--- config.mk ---
export PLATFORM = sky130hd
export DESIGN_NAME = out_src_sequencer
export DESIGN_NICKNAME = d
export VERILOG_FILES = /design/src/rtl/out_src_seq_pkg.sv /design/src/rtl/sync_fall_edge.sv /design/src/rtl/out_src_sequencer.sv
export SDC_FILE = /design/constraint.sdc
export NUM_CORES = 1
export LEC_CHECK = 0
export CAP_MARGIN = 30
export CORE_MARGIN = 4
export CORE_UTILIZATION = 60
export CTS_BUF_LIST = sky130_fd_sc_hd__clkbuf_8
export DETAILED_ROUTE_END_ITERATION = 8
export PLACE_DENSITY = 0.79
export SETUP_SLACK_MARGIN = 0.1
export SKIP_CTS_REPAIR_TIMING = 1
export SYNTH_ARGS = -nofsm -noshare
export SYNTH_HDL_FRONTEND = slang
export SYNTH_SLANG_ARGS = --single-unit
--- constraint.sdc ---
create_clock -name clk27 -period 3.7 [get_ports clk27]
set_input_delay 0.37 -clock clk27 [delete_from_list [all_inputs] [get_ports clk27]]
set_output_delay 0.37 -clock clk27 [all_outputs]
set_load 0.05 [all_outputs]
--- src/rtl/out_src_seq_pkg.sv ---
// Shared types and constants for the HDMI output-source sequencer.
// Holds the FSM state encoding, mux-select encodings, default cycle counts
// and a helper that sizes the shared cycle counter.
package out_src_seq_pkg;

    typedef enum logic [2:0] {
        ST_INIT    = 3'd0,
        ST_IDLE    = 3'd1,
        ST_WAIT_VS = 3'd2,
        ST_BLANK   = 3'd3,
        ST_TXRST   = 3'd4,
        ST_SETTLE  = 3'd5
    } seq_state_e;

    localparam logic SEL_VIDEOGEN = 1'b1;
    localparam logic SEL_SCANCONV = 1'b0;

    // 10 us, 1 ms and 50 ms at 27 MHz
    localparam int DEF_RST_CYCLES     = 270;
    localparam int DEF_SETTLE_CYCLES  = 27000;
    localparam int DEF_TIMEOUT_CYCLES = 1350000;

    // Width of a counter able to reach (largest count - 1); never narrower than 1 bit
    function automatic int cnt_width(input int a, input int b, input int c);
        int m;
        int w;
        m = a;
        if (b > m) m = b;
        if (c > m) m = c;
        w = $clog2(m);
        return (w < 1) ? 1 : w;
    endfunction

endpackage

--- src/rtl/sync_fall_edge.sv ---
// Brings an asynchronous active-low strobe into the clk27 domain through a
// two-flop synchroniser and flags its falling edge with a one-cycle pulse.
// Flops reset high so an idle (high) input never produces a spurious edge.
module sync_fall_edge (
    input  logic clk27,
    input  logic reset_n,
    input  logic async_i,
    output logic fall_o
);

    logic sync1_q;
    logic sync2_q;
    logic prev_q;

    // Two-stage synchroniser followed by a previous-value register for edge detection
    always_ff @(posedge clk27 or negedge reset_n) begin
        if (!reset_n) begin
            sync1_q <= 1'b1;
            sync2_q <= 1'b1;
            prev_q  <= 1'b1;
        end else begin
            sync1_q <= async_i;
            sync2_q <= sync1_q;
            prev_q  <= sync2_q;
        end
    end

    assign fall_o = prev_q & ~sync2_q;

endmodule

--- src/rtl/out_src_sequencer.sv ---
// Glitch-free output source switch between the test-pattern generator and the
// scanconverter. Waits for a VSYNC falling edge (or a timeout), blanks the
// output, optionally pulses the HDMI transmitter reset, flips the mux select
// and holds blank until the sink has settled.
// Optional feature macro: OUTSEQ_TXRST_EN enables the transmitter-reset phase;
// without it tx_rst_n is tied high and the TXRST phase is skipped.
module out_src_sequencer
    import out_src_seq_pkg::*;
#(
    parameter int RST_CYCLES     = DEF_RST_CYCLES,
    parameter int SETTLE_CYCLES  = DEF_SETTLE_CYCLES,
    parameter int TIMEOUT_CYCLES = DEF_TIMEOUT_CYCLES
) (
    input  logic       clk27,
    input  logic       reset_n,
    input  logic       sel_req,
    input  logic       vsync_cur,
    output logic       sel_out,
    output logic       blank,
    output logic       tx_rst_n,
    output logic       busy,
    output logic       timeout,
    output logic [7:0] sw_count
);

    localparam int CW = cnt_width(RST_CYCLES, SETTLE_CYCLES, TIMEOUT_CYCLES);

    localparam logic [CW-1:0] SETTLE_LAST  = CW'(SETTLE_CYCLES - 1);
    localparam logic [CW-1:0] TIMEOUT_LAST = CW'(TIMEOUT_CYCLES - 1);
`ifdef OUTSEQ_TXRST_EN
    localparam logic [CW-1:0] RST_LAST     = CW'(RST_CYCLES - 1);
`endif

    seq_state_e    state_q;
    logic [CW-1:0] cnt_q;
    logic          target_q;
    logic          from_init_q;
    logic          sel_out_q;
    logic          blank_q;
    logic          busy_q;
    logic          timeout_q;
    logic [7:0]    sw_count_q;
    logic          vs_fall;

    sync_fall_edge u_vs_sync (
        .clk27   (clk27),
        .reset_n (reset_n),
        .async_i (vsync_cur),
        .fall_o  (vs_fall)
    );

`ifdef OUTSEQ_TXRST_EN
    logic tx_rst_n_q;

    // Sequencer FSM with registered outputs, including the transmitter reset
    always_ff @(posedge clk27 or negedge reset_n) begin
        if (!reset_n) begin
            state_q     <= ST_INIT;
            cnt_q       <= '0;
            target_q    <= SEL_VIDEOGEN;
            from_init_q <= 1'b1;
            sel_out_q   <= SEL_VIDEOGEN;
            blank_q     <= 1'b1;
            busy_q      <= 1'b1;
            timeout_q   <= 1'b0;
            sw_count_q  <= 8'd0;
            tx_rst_n_q  <= 1'b0;
        end else begin
            timeout_q <= 1'b0;
            case (state_q)
                ST_INIT: begin
                    if (cnt_q == RST_LAST) begin
                        state_q    <= ST_SETTLE;
                        cnt_q      <= '0;
                        tx_rst_n_q <= 1'b1;
                    end else begin
                        cnt_q <= cnt_q + 1'b1;
                    end
                end
                ST_IDLE: begin
                    if (sel_req != sel_out_q) begin
                        state_q  <= ST_WAIT_VS;
                        target_q <= sel_req;
                        cnt_q    <= '0;
                        busy_q   <= 1'b1;
                    end
                end
                ST_WAIT_VS: begin
                    if (sel_req == sel_out_q) begin
                        state_q <= ST_IDLE;
                        busy_q  <= 1'b0;
                    end else if (vs_fall) begin
                        state_q <= ST_BLANK;
                        blank_q <= 1'b1;
                    end else if (cnt_q == TIMEOUT_LAST) begin
                        state_q   <= ST_BLANK;
                        blank_q   <= 1'b1;
                        timeout_q <= 1'b1;
                    end else begin
                        cnt_q <= cnt_q + 1'b1;
                    end
                end
                ST_BLANK: begin
                    state_q    <= ST_TXRST;
                    sel_out_q  <= target_q;
                    cnt_q      <= '0;
                    tx_rst_n_q <= 1'b0;
                end
                ST_TXRST: begin
                    if (cnt_q == RST_LAST) begin
                        state_q    <= ST_SETTLE;
                        cnt_q      <= '0;
                        tx_rst_n_q <= 1'b1;
                    end else begin
                        cnt_q <= cnt_q + 1'b1;
                    end
                end
                ST_SETTLE: begin
                    if (cnt_q == SETTLE_LAST) begin
                        state_q     <= ST_IDLE;
                        blank_q     <= 1'b0;
                        busy_q      <= 1'b0;
                        from_init_q <= 1'b0;
                        if (!from_init_q) begin
                            sw_count_q <= sw_count_q + 8'd1;
                        end
                    end else begin
                        cnt_q <= cnt_q + 1'b1;
                    end
                end
                default: begin
                    state_q <= ST_INIT;
                    cnt_q   <= '0;
                end
            endcase
        end
    end

    assign tx_rst_n = tx_rst_n_q;
`else
    // Sequencer FSM with registered outputs; the transmitter is never reset
    always_ff @(posedge clk27 or negedge reset_n) begin
        if (!reset_n) begin
            state_q     <= ST_INIT;
            cnt_q       <= '0;
            target_q    <= SEL_VIDEOGEN;
            from_init_q <= 1'b1;
            sel_out_q   <= SEL_VIDEOGEN;
            blank_q     <= 1'b1;
            busy_q      <= 1'b1;
            timeout_q   <= 1'b0;
            sw_count_q  <= 8'd0;
        end else begin
            timeout_q <= 1'b0;
            case (state_q)
                ST_INIT, ST_SETTLE: begin
                    if (cnt_q == SETTLE_LAST) begin
                        state_q     <= ST_IDLE;
                        blank_q     <= 1'b0;
                        busy_q      <= 1'b0;
                        from_init_q <= 1'b0;
                        if (!from_init_q) begin
                            sw_count_q <= sw_count_q + 8'd1;
                        end
                    end else begin
                        cnt_q <= cnt_q + 1'b1;
                    end
                end
                ST_IDLE: begin
                    if (sel_req != sel_out_q) begin
                        state_q  <= ST_WAIT_VS;
                        target_q <= sel_req;
                        cnt_q    <= '0;
                        busy_q   <= 1'b1;
                    end
                end
                ST_WAIT_VS: begin
                    if (sel_req == sel_out_q) begin
                        state_q <= ST_IDLE;
                        busy_q  <= 1'b0;
                    end else if (vs_fall) begin
                        state_q <= ST_BLANK;
                        blank_q <= 1'b1;
                    end else if (cnt_q == TIMEOUT_LAST) begin
                        state_q   <= ST_BLANK;
                        blank_q   <= 1'b1;
                        timeout_q <= 1'b1;
                    end else begin
                        cnt_q <= cnt_q + 1'b1;
                    end
                end
                ST_BLANK: begin
                    state_q   <= ST_SETTLE;
                    sel_out_q <= target_q;
                    cnt_q     <= '0;
                end
                default: begin
                    state_q <= ST_INIT;
                    cnt_q   <= '0;
                end
            endcase
        end
    end

    assign tx_rst_n = 1'b1;
`endif

    assign sel_out  = sel_out_q;
    assign blank    = blank_q;
    assign busy     = busy_q;
    assign timeout  = timeout_q;
    assign sw_count = sw_count_q;

endmodule

==> run summary, run 1 <==
H-tree Lvls - 2
Number of detailed-route iterations in the first pass - 4
Final ANT Viol Nets - 0
Met3 WL - 306 µm
Final setup TNS - 0 ns
Syn Area/Cell - 9.75 µm²
Worst-path clk slew - 0.08 ns
Crit Path Class - input pin to flip-flop
Hold_ws - 0.195 ns
Dpl cell area - 2490 µm²
Initial Utilization - 0.630
DRT met1 WL - 2380 µm
Number of synthesized flops with an enable pin - 0
Max-Cap Viols - 0
Hold/Removal Path Class - input pin to asynchronous set/reset pin
CTS Buf Count - 5
Horiz. Die Dim - 70.7 µm
Outcome - finished, final reports clean
Tot GR Track Use - 0.227
Worst R2R Start - sel_out
Clock Skews - 0.00388 ns
Number of global-route vias before repair - 1835
Fin area - 2580 µm²
Core box area - 3740 µm²
Placed cells - 292
Largest net degree at the start of global routing - 42
Crit path capture type - flip-flop
Synth warn - 0
Primary FF master, synth - dfrtp_1
Post-DP HPWL - 3510 µm
Wire length per cell - 17.3 µm
Power Dens Cells - 479 nW/µm²
Met2 WL - 2380 µm
CTS max path bufs - 2
VDD IR max - 362 µV
Clk root buf - clkbuf_8
Grt total ovfl - 0
Clock tree sinks - 41
Final Cycle Share - 0.727
Site row count - 22
LEAKAGE - 1.03 nW
Final Hold Fails - 0
DRC - 0
Vias per cell - 6.55
Yosys cell types - 52
Initial antenna violation count - 0
Max Slew Vio Count - 0
Net count, final - 257
# port buffers - 15
Setup violators final - 0
First-pass GRT wire length - 9090 µm
CP Launch Point - sel_req
Slew headroom - 0.357
Syn nets - 248
Post-Syn Instances - 242
DRT iter0 DRCs - 176
Layout Area Growth over Synthesis - 9.23%
Synth area leaders - dfrtp_1 35%, dfstp_2 8.9%, o21ai_0 6.4%
Via count - 1966
Post-layout minimum cycle time - 2.69 ns
Critical path arrival - 2.88 ns
Skew-Pair Late Insertion Delay - 0.30 ns
F_max - 372 MHz
Seq/Total Area, Yosys - 0.439
Mapped cell area - 2360 µm²
# IOs - 17
Top-area cell type share of the netlist area - 0.350
Worst endpoint required time - 3.89 ns
Final Non-Filler Cells - 300
Most frequent cells in the layout - 33 x dfrtp_1, 30 x o21ai_0, 15 x nand3_1
Flops & latches, synth - 41
DIE AREA - 5000 µm²
Chip height - 70.7 µm
Post-synth top area cell - dfrtp_1
CTS tree - yes
Most common cell after layout, fill and taps aside - dfrtp_1
Top Layer Used - met4
Gpl congestion - 0.826
Startpoint Class - input pin
Share of synthesized registers carrying an async set or reset - 1.00
Share of cells above drive strength 1 - 0.119
# diodes - 0
WL final - 5190 µm
Slew @ Worst Pin - 0.956 ns
Max Fanout on Critical Path - 15
RSZ-0062 raised after global routing - no
[metrics by stage]
| stage | utilization | worst slack (ns) | power, mW |
|---|---|---|---|
| 2_1_floorplan | - | 1.45 | 0.842 |
| 6_report | 0.689 | 1.01 | 1.23 |
| 4_1_cts | 0.689 | 1.07 | 1.24 |
| 3_3_place_gp | 0.665 | 0.882 | 0.938 |
| 3_5_place_dp | 0.665 | 0.756 | 0.948 |
| 5_1_grt | 0.689 | 0.793 | 1.31 |
[power by group]
group / internal (mW) / total, mW / switching (mW) / leakage [nW]
clock: 0.130 / 0.289 / 0.159 / 0.0439
sequential: 0.512 / 0.578 / 0.0660 / 0.538
combinational: 0.134 / 0.367 / 0.233 / 0.450
[final cells by class]
| type | count | area (µm²) |
|---|---|---|
| timing repair buffer | 17 | 160 |
| multi-input combinational | 182 | 1220 |
| tap | 48 | 60.1 |
| sequential | 41 | 1040 |
| inverter | 4 | 15.0 |
| fill | 311 | 1170 |
| clock inverter | 3 | 17.5 |
| clock buffer | 5 | 68.8 |
[kinds of logic after synthesis]
kind of cell    count (synthesis)  synth area share
flops                          41             0.439
mux                             2           0.00954
compound gates                 69             0.186
fa+ha+maj                       2            0.0106
xor+xnor                       11            0.0408
other cells                     1           0.00159
buf+inv                        19            0.0440
simple gates                   97             0.268
[worst max-delay path: stages]
cell and delay (ns):
clkdlybuf4s50_1 0.54, xor2_1 0.39, nand2_1 0.15, a221oi_2 0.51, nand2_1 0.48, o41ai_1 0.44
[synth_stat cells, drive strengths merged, types with 3 or more instances]
cell type / instances
and4: 3
nor3b: 4
a21oi: 8
nand3: 15
inv: 4
nand2: 11
dfrtp: 33
nor2: 10
xor2: 9
nand4: 10
nor4: 7
nor3: 6
clkbuf: 8
o31ai: 11
dfstp: 8
nor4b: 4
o41ai: 5
and3: 3
nor2b: 9
o21ai: 30
a31oi: 6
and2: 6
buf: 7
[worst paths after layout]
path	end	slack [ns]	depth (start not counted)
min reg2reg	u_vs_sync.sync2_q	0.36	0
max	cnt_q[11]	1.01	6
max reg2reg	cnt_q[11]	1.06	5
max in group asynchronous	cnt_q[6]	2.94	1
min	sw_count[2]	0.20	1
min in group clk27	u_vs_sync.sync2_q	0.36	0
[registers in the layout, indices dropped and copies added, names as in the netlist]
signal             count
busy                   1
cnt_q                 21
state_q                3
u_vs_sync.prev_q       1
blank                  1
u_vs_sync.sync2_q      1
sel_out                1
sw_count               8
target_q               1
from_init_q            1
timeout                1
u_vs_sync.sync1_q      1
[routing by layer]
| metal | vias to the layer above | GRT usage |
|---|---|---|
| met3 | 13 | 0.0469 |
| met5 | - | 0 |
| met1 | 951 | 0.325 |
| met2 | 66 | 0.334 |
| li1 | 936 | - |
| met4 | 0 | 0.0981 |
No activity file was read; power rests on OpenSTA's default activity.
==> run 2: changes to the inputs <==
clock period = 2.5 ns   (was 3.7 ns; I/O delays follow)
==> run summary, run 2 (same netlist as run 1, synthesis figures left out) <==
Skew-Pair Late Insertion Delay - 0.29 ns
Layout Area Growth over Synthesis - 13.8%
Tot GR Track Use - 0.233
Slowest cell on crit path - or4_4
CP max stage delay - 0.64 ns
First-pass GRT wire length - 9420 µm
Number of detailed-route iterations in the first pass - 4
Tot Pwr - 1.89 mW
Largest register by flop count - cnt_q
Worst-path clk slew - 0.08 ns
Final Non-Filler Cells - 314
Final Cycle Share - 0.897
Max-Cap Viols - 0
Initial antenna violation count - 0
# IOs - 17
H-tree Lvls - 2
Worst path cell trace - nor4_4, nand4_2, or4_4, nor2_1, mux2_2
Placed cells - 306
Chip height - 70.7 µm
Number of global-route vias before repair - 2001
Final setup TNS - 0 ns
Final Hold Fails - 0
Final ANT Viol Nets - 0
Clk root buf - clkbuf_8
Multi-input gate area - 1220 µm²
Core box area - 3740 µm²
Fin area - 2690 µm²
Startpoint Class - flip-flop
# port buffers - 15
Grt total ovfl - 0
# diodes - 0
Gpl congestion - 0.891
Largest net degree at the start of global routing - 42
LEAKAGE - 1.12 nW
Clock Skews - 0.00762 ns
Worst endpoint required time - 2.68 ns
Outcome - finished, final reports clean
Share of cells above drive strength 1 - 0.158
Final core occ - 0.718
Max reg flops - 21
Reg2reg setup slack - 0.26 ns
Critical path arrival - 2.42 ns
Max Fanout on Critical Path - 14
Max Slew Vio Count - 0
WL final - 5370 µm
Initial Utilization - 0.630
DRC - 0
Post-DP HPWL - 3790 µm
Fill count - 266
F_max - 446 MHz
Net count, final - 271
Vias per cell - 6.41
RSZ-0062 raised after global routing - no
VDD IR max - 485 µV
Power Dens Cells - 702 nW/µm²
DIE AREA - 5000 µm²
Site row count - 22
Horiz. Die Dim - 70.7 µm
Setup violators final - 0
Post-layout minimum cycle time - 2.24 ns
Most common cell after layout, fill and taps aside - dfrtp_1
Crit path capture type - flip-flop
Hold/Removal Path Class - input pin to asynchronous set/reset pin
CTS Buf Count - 5
Buffers and inverters on the worst path - 0
CTS tree - yes
Slew @ Worst Pin - 0.896 ns
Slew headroom - 0.402
Dpl cell area - 2600 µm²
Wire length per cell - 17.1 µm
Via count - 2012
DRT iter0 DRCs - 111
Crit Path Class - flip-flop to flip-flop
Most frequent cells in the layout - 33 x dfrtp_1, 30 x o21ai_0, 16 x buf_4
Clock tree sinks - 41
Critical path's top delay family - simple AND/OR/NAND/NOR gates
CTS max path bufs - 2
Reg area - 1040 µm²
run 2: worst register-to-register path: stages (launching register included):
cell and delay (ns):
dfrtp_1 0.41, nor4_4 0.33, nand4_2 0.18, or4_4 0.64
nor2_1 0.22, mux2_2 0.36
run 2: path summary, 6_finish.rpt:
check	startpoint	end	cells past startpoint
setup / recovery	cnt_q[9]	sw_count[1]	5
hold / removal	reset_n	sw_count[2]	1
setup reg to reg	cnt_q[9]	sw_count[1]	5
hold reg to reg	u_vs_sync.sync1_q	u_vs_sync.sync2_q	0
max in group asynchronous	reset_n	state_q[0]	1
min in group clk27	u_vs_sync.sync1_q	u_vs_sync.sync2_q	0
run 2: cell type report:
class                           count  area share
Tap cell                           48      0.0224
Inverter                            4     0.00559
Multi-Input combinational cell    182       0.454
Timing Repair Buffer               31      0.0987
Clock inverter                      2     0.00279
Sequential cell                    41       0.386
Clock buffer                        6      0.0307
run 2: report_power, final:
| group | internal [mW] | total [mW] | switching [mW] |
|---|---|---|---|
| combinational | 0.237 | 0.605 | 0.368 |
| clock | 0.217 | 0.429 | 0.213 |
| sequential | 0.758 | 0.852 | 0.0937 |
run 2: metrics by stage:
stage | hold WS (ns) | setup WS, ns
floorplan | -0.0456 | 0.246
global route | 0.151 | 0.123
finish | 0.0803 | 0.256
detailed placement | 0.358 | 0.292
CTS | 0.104 | 0.252
global placement | 0.355 | 0.358
run 2: per-layer routing:
metal	vias to the layer above	wire (µm)	GRT usage
met1	974	2310	0.308
met3	10	271	0.0526
met4	0	84	0.0939
met5	-	0	0
li1	962	-	-
met2	66	2700	0.372
==> run 3: changes to the inputs <==
ABC_AREA = 1   (was unset)
CTS_CLUSTER_DIAMETER = 40   (was unset)
==> run summary, run 3 <==
Outcome - finished, final reports clean
Clk root buf - clkbuf_8
Number of synthesized flops with an enable pin - 0
Sw frac - 0.218
Share of synthesized registers carrying an async set or reset - 1.00
Skew-Pair Late Insertion Delay - 0.31 ns
Post-layout minimum cycle time - 2.08 ns
VDD IR max - 286 µV
Slowest cell on crit path - dfrtp_1
Most common cell after layout, fill and taps aside - nand2_1
Dpl ws - 0.354 ns
CTS tree - yes
Post-DP HPWL - 4320 µm
WL final - 5810 µm
Final setup TNS - 0 ns
Final core occ - 0.680
Site row count - 24
Net count, final - 434
Initial Utilization - 0.620
Flops & latches, synth - 41
Max Fanout on Critical Path - 5
Clock tree sinks - 41
First-pass GRT wire length - 9980 µm
Dpl cell area - 2860 µm²
Chip height - 75.3 µm
Clock power frac - 0.437
Post-synth top area cell - dfrtp_1
H-tree Lvls - 2
Seq/Total Area, Yosys - 0.381
Commonest cells in the synthesized netlist - 168 x nand2_1, 67 x nor2_1, 33 x dfrtp_1
Wire length per cell - 12.1 µm
Startpoint Class - flip-flop
Final Hold Fails - 0
Number of global-route vias before repair - 2221
Grt total ovfl - 0
Largest net degree at the start of global routing - 42
NetSw - 0.272 mW
# IOs - 17
Power Dens Cells - 419 nW/µm²
Worst endpoint required time - 2.69 ns
Slew @ Worst Pin - 0.875 ns
Crit path capture type - flip-flop
Sequential share of power - 0.538
Crit Path Class - flip-flop to flip-flop
F_max - 480 MHz
Setup violators final - 0
Max Slew Vio Count - 0
Worst-path clk slew - 0.09 ns
Reg area - 1040 µm²
Horiz. Die Dim - 75.3 µm
Cell Int Power - 0.976 mW
Critical path's top delay family - simple AND/OR/NAND/NOR gates
Gpl congestion - 0.974
Worst path cell trace - ha_1, inv_1, nor3b_1, nand4_1, nor2_1, nand3_1, nand2_1, nand2_1
Buffers and inverters on the worst path - 1
Final ANT Viol Nets - 0
Max reg flops - 21
Synth area leaders - dfrtp_1 30%, nand2_1 23%, nor2_1 9.2%
CP max stage delay - 0.42 ns
RSZ-0062 raised after global routing - no
Initial antenna violation count - 0
# diodes - 0
Final setup slack of the worst path - 0.417 ns
Hold/Removal Path Class - input pin to asynchronous set/reset pin
Top-area cell type share of the netlist area - 0.304
Critical path arrival - 2.27 ns
Final Cycle Share - 0.833
Slew headroom - 0.417
Number of detailed-route iterations in the first pass - 5
Post-Syn Instances - 417
CTS max path bufs - 2
Most common cell on crit path - nand2_1
Cell with the most instances after synthesis - nand2_1
Core box area - 4380 µm²
Clock Skews - 0.0110 ns
Multi-input gate area - 1470 µm²
Combinational power share - 0.024
Share of cells above drive strength 1 - 0.0909
CTS Buf Count - 5
Synth warn - 0
Fill count - 376
Max-Cap Viols - 0
Primary FF master, synth - dfrtp_1
Yosys cell types - 27
Hold_ws - 0.0510 ns
Layout Area Growth over Synthesis - 9.66%
Most frequent cells in the layout - 168 x nand2_1, 67 x nor2_1, 33 x dfrtp_1
# port buffers - 15
Mapped cell area - 2720 µm²
Fin area - 2980 µm²
Via count - 2564
DRC - 0
Largest register by flop count - cnt_q
Tot GR Track Use - 0.229
DRT iter0 DRCs - 195
Syn Area/Cell - 6.52 µm²
Vias per cell - 5.33
DIE AREA - 5670 µm²
Syn nets - 423
LEAKAGE - 1.42 nW
## run 3: cell types whose count changed after synthesis, sizes merged, moves of 5 or more
| cell | delta |
|---|---|
| a31oi | -6 |
| and2 | -5 |
| buf | +5 |
| clkbuf | -8 |
| inv | +34 |
| nand2 | +163 |
| nor2 | +64 |
| nor2b | -9 |
| nor4 | -7 |
| o21ai | -23 |
| o31ai | -11 |
| o41ai | -5 |
| xnor2 | +5 |
## run 3: path summary, 6_finish.rpt
kind / from / end / slack (ns) / depth (start not counted)
setup / recovery: cnt_q[0] / sw_count[4] / 0.42 / 8
hold / removal: reset_n / cnt_q[8] / 0.05 / 1
setup reg to reg: cnt_q[0] / sw_count[4] / 0.42 / 8
hold reg to reg: u_vs_sync.sync1_q / u_vs_sync.sync2_q / 0.36 / 0
max in group asynchronous: reset_n / sw_count[7] / 1.88 / 1
min in group clk27: u_vs_sync.sync1_q / u_vs_sync.sync2_q / 0.36 / 0
## run 3: kinds of logic after synthesis
logic type                 after synthesis  synth area share
other                                    1           0.00138
DFF                                     41             0.381
and+or+nand+nor                        294             0.454
AOI/OAI and AO/OA                       14            0.0258
adders and majority gates                2           0.00920
buffers and inverters                   50            0.0801
xor gates and xnor gates                15            0.0483
## run 3: through the flow
stage,cells,total power [mW]
floorplan,417,0.698
global placement,473,0.715
detailed placement,473,0.716
CTS,481,1.26
global route,481,1.30
finish,481,1.25
## run 3: power groups by stage
stage          Clock, mW  Sequential [mW]  Combinational, mW
2_1_floorplan          0            0.688             0.0100
3_3_place_gp           0            0.685             0.0309
3_5_place_dp           0            0.685             0.0316
4_1_cts            0.560            0.672             0.0316
5_1_grt            0.593            0.673             0.0348
6_report           0.546            0.672             0.0305
## run 3: cell type report
cell class	count	area share
multi-input combinational	326	0.493
inverter	38	0.0478
sequential	41	0.347
clock buffer	5	0.0231
timing repair buffer	16	0.0512
clock inverter	3	0.0155
tap	52	0.0218
## run 3: per-layer routing
layer,vias to the layer above,track usage,wire [µm]
met2,83,0.356,2540
met1,1161,0.315,2870
met3,12,0.0501,290
li1,1308,-,-
met4,0,0.0796,113
met5,-,0,0
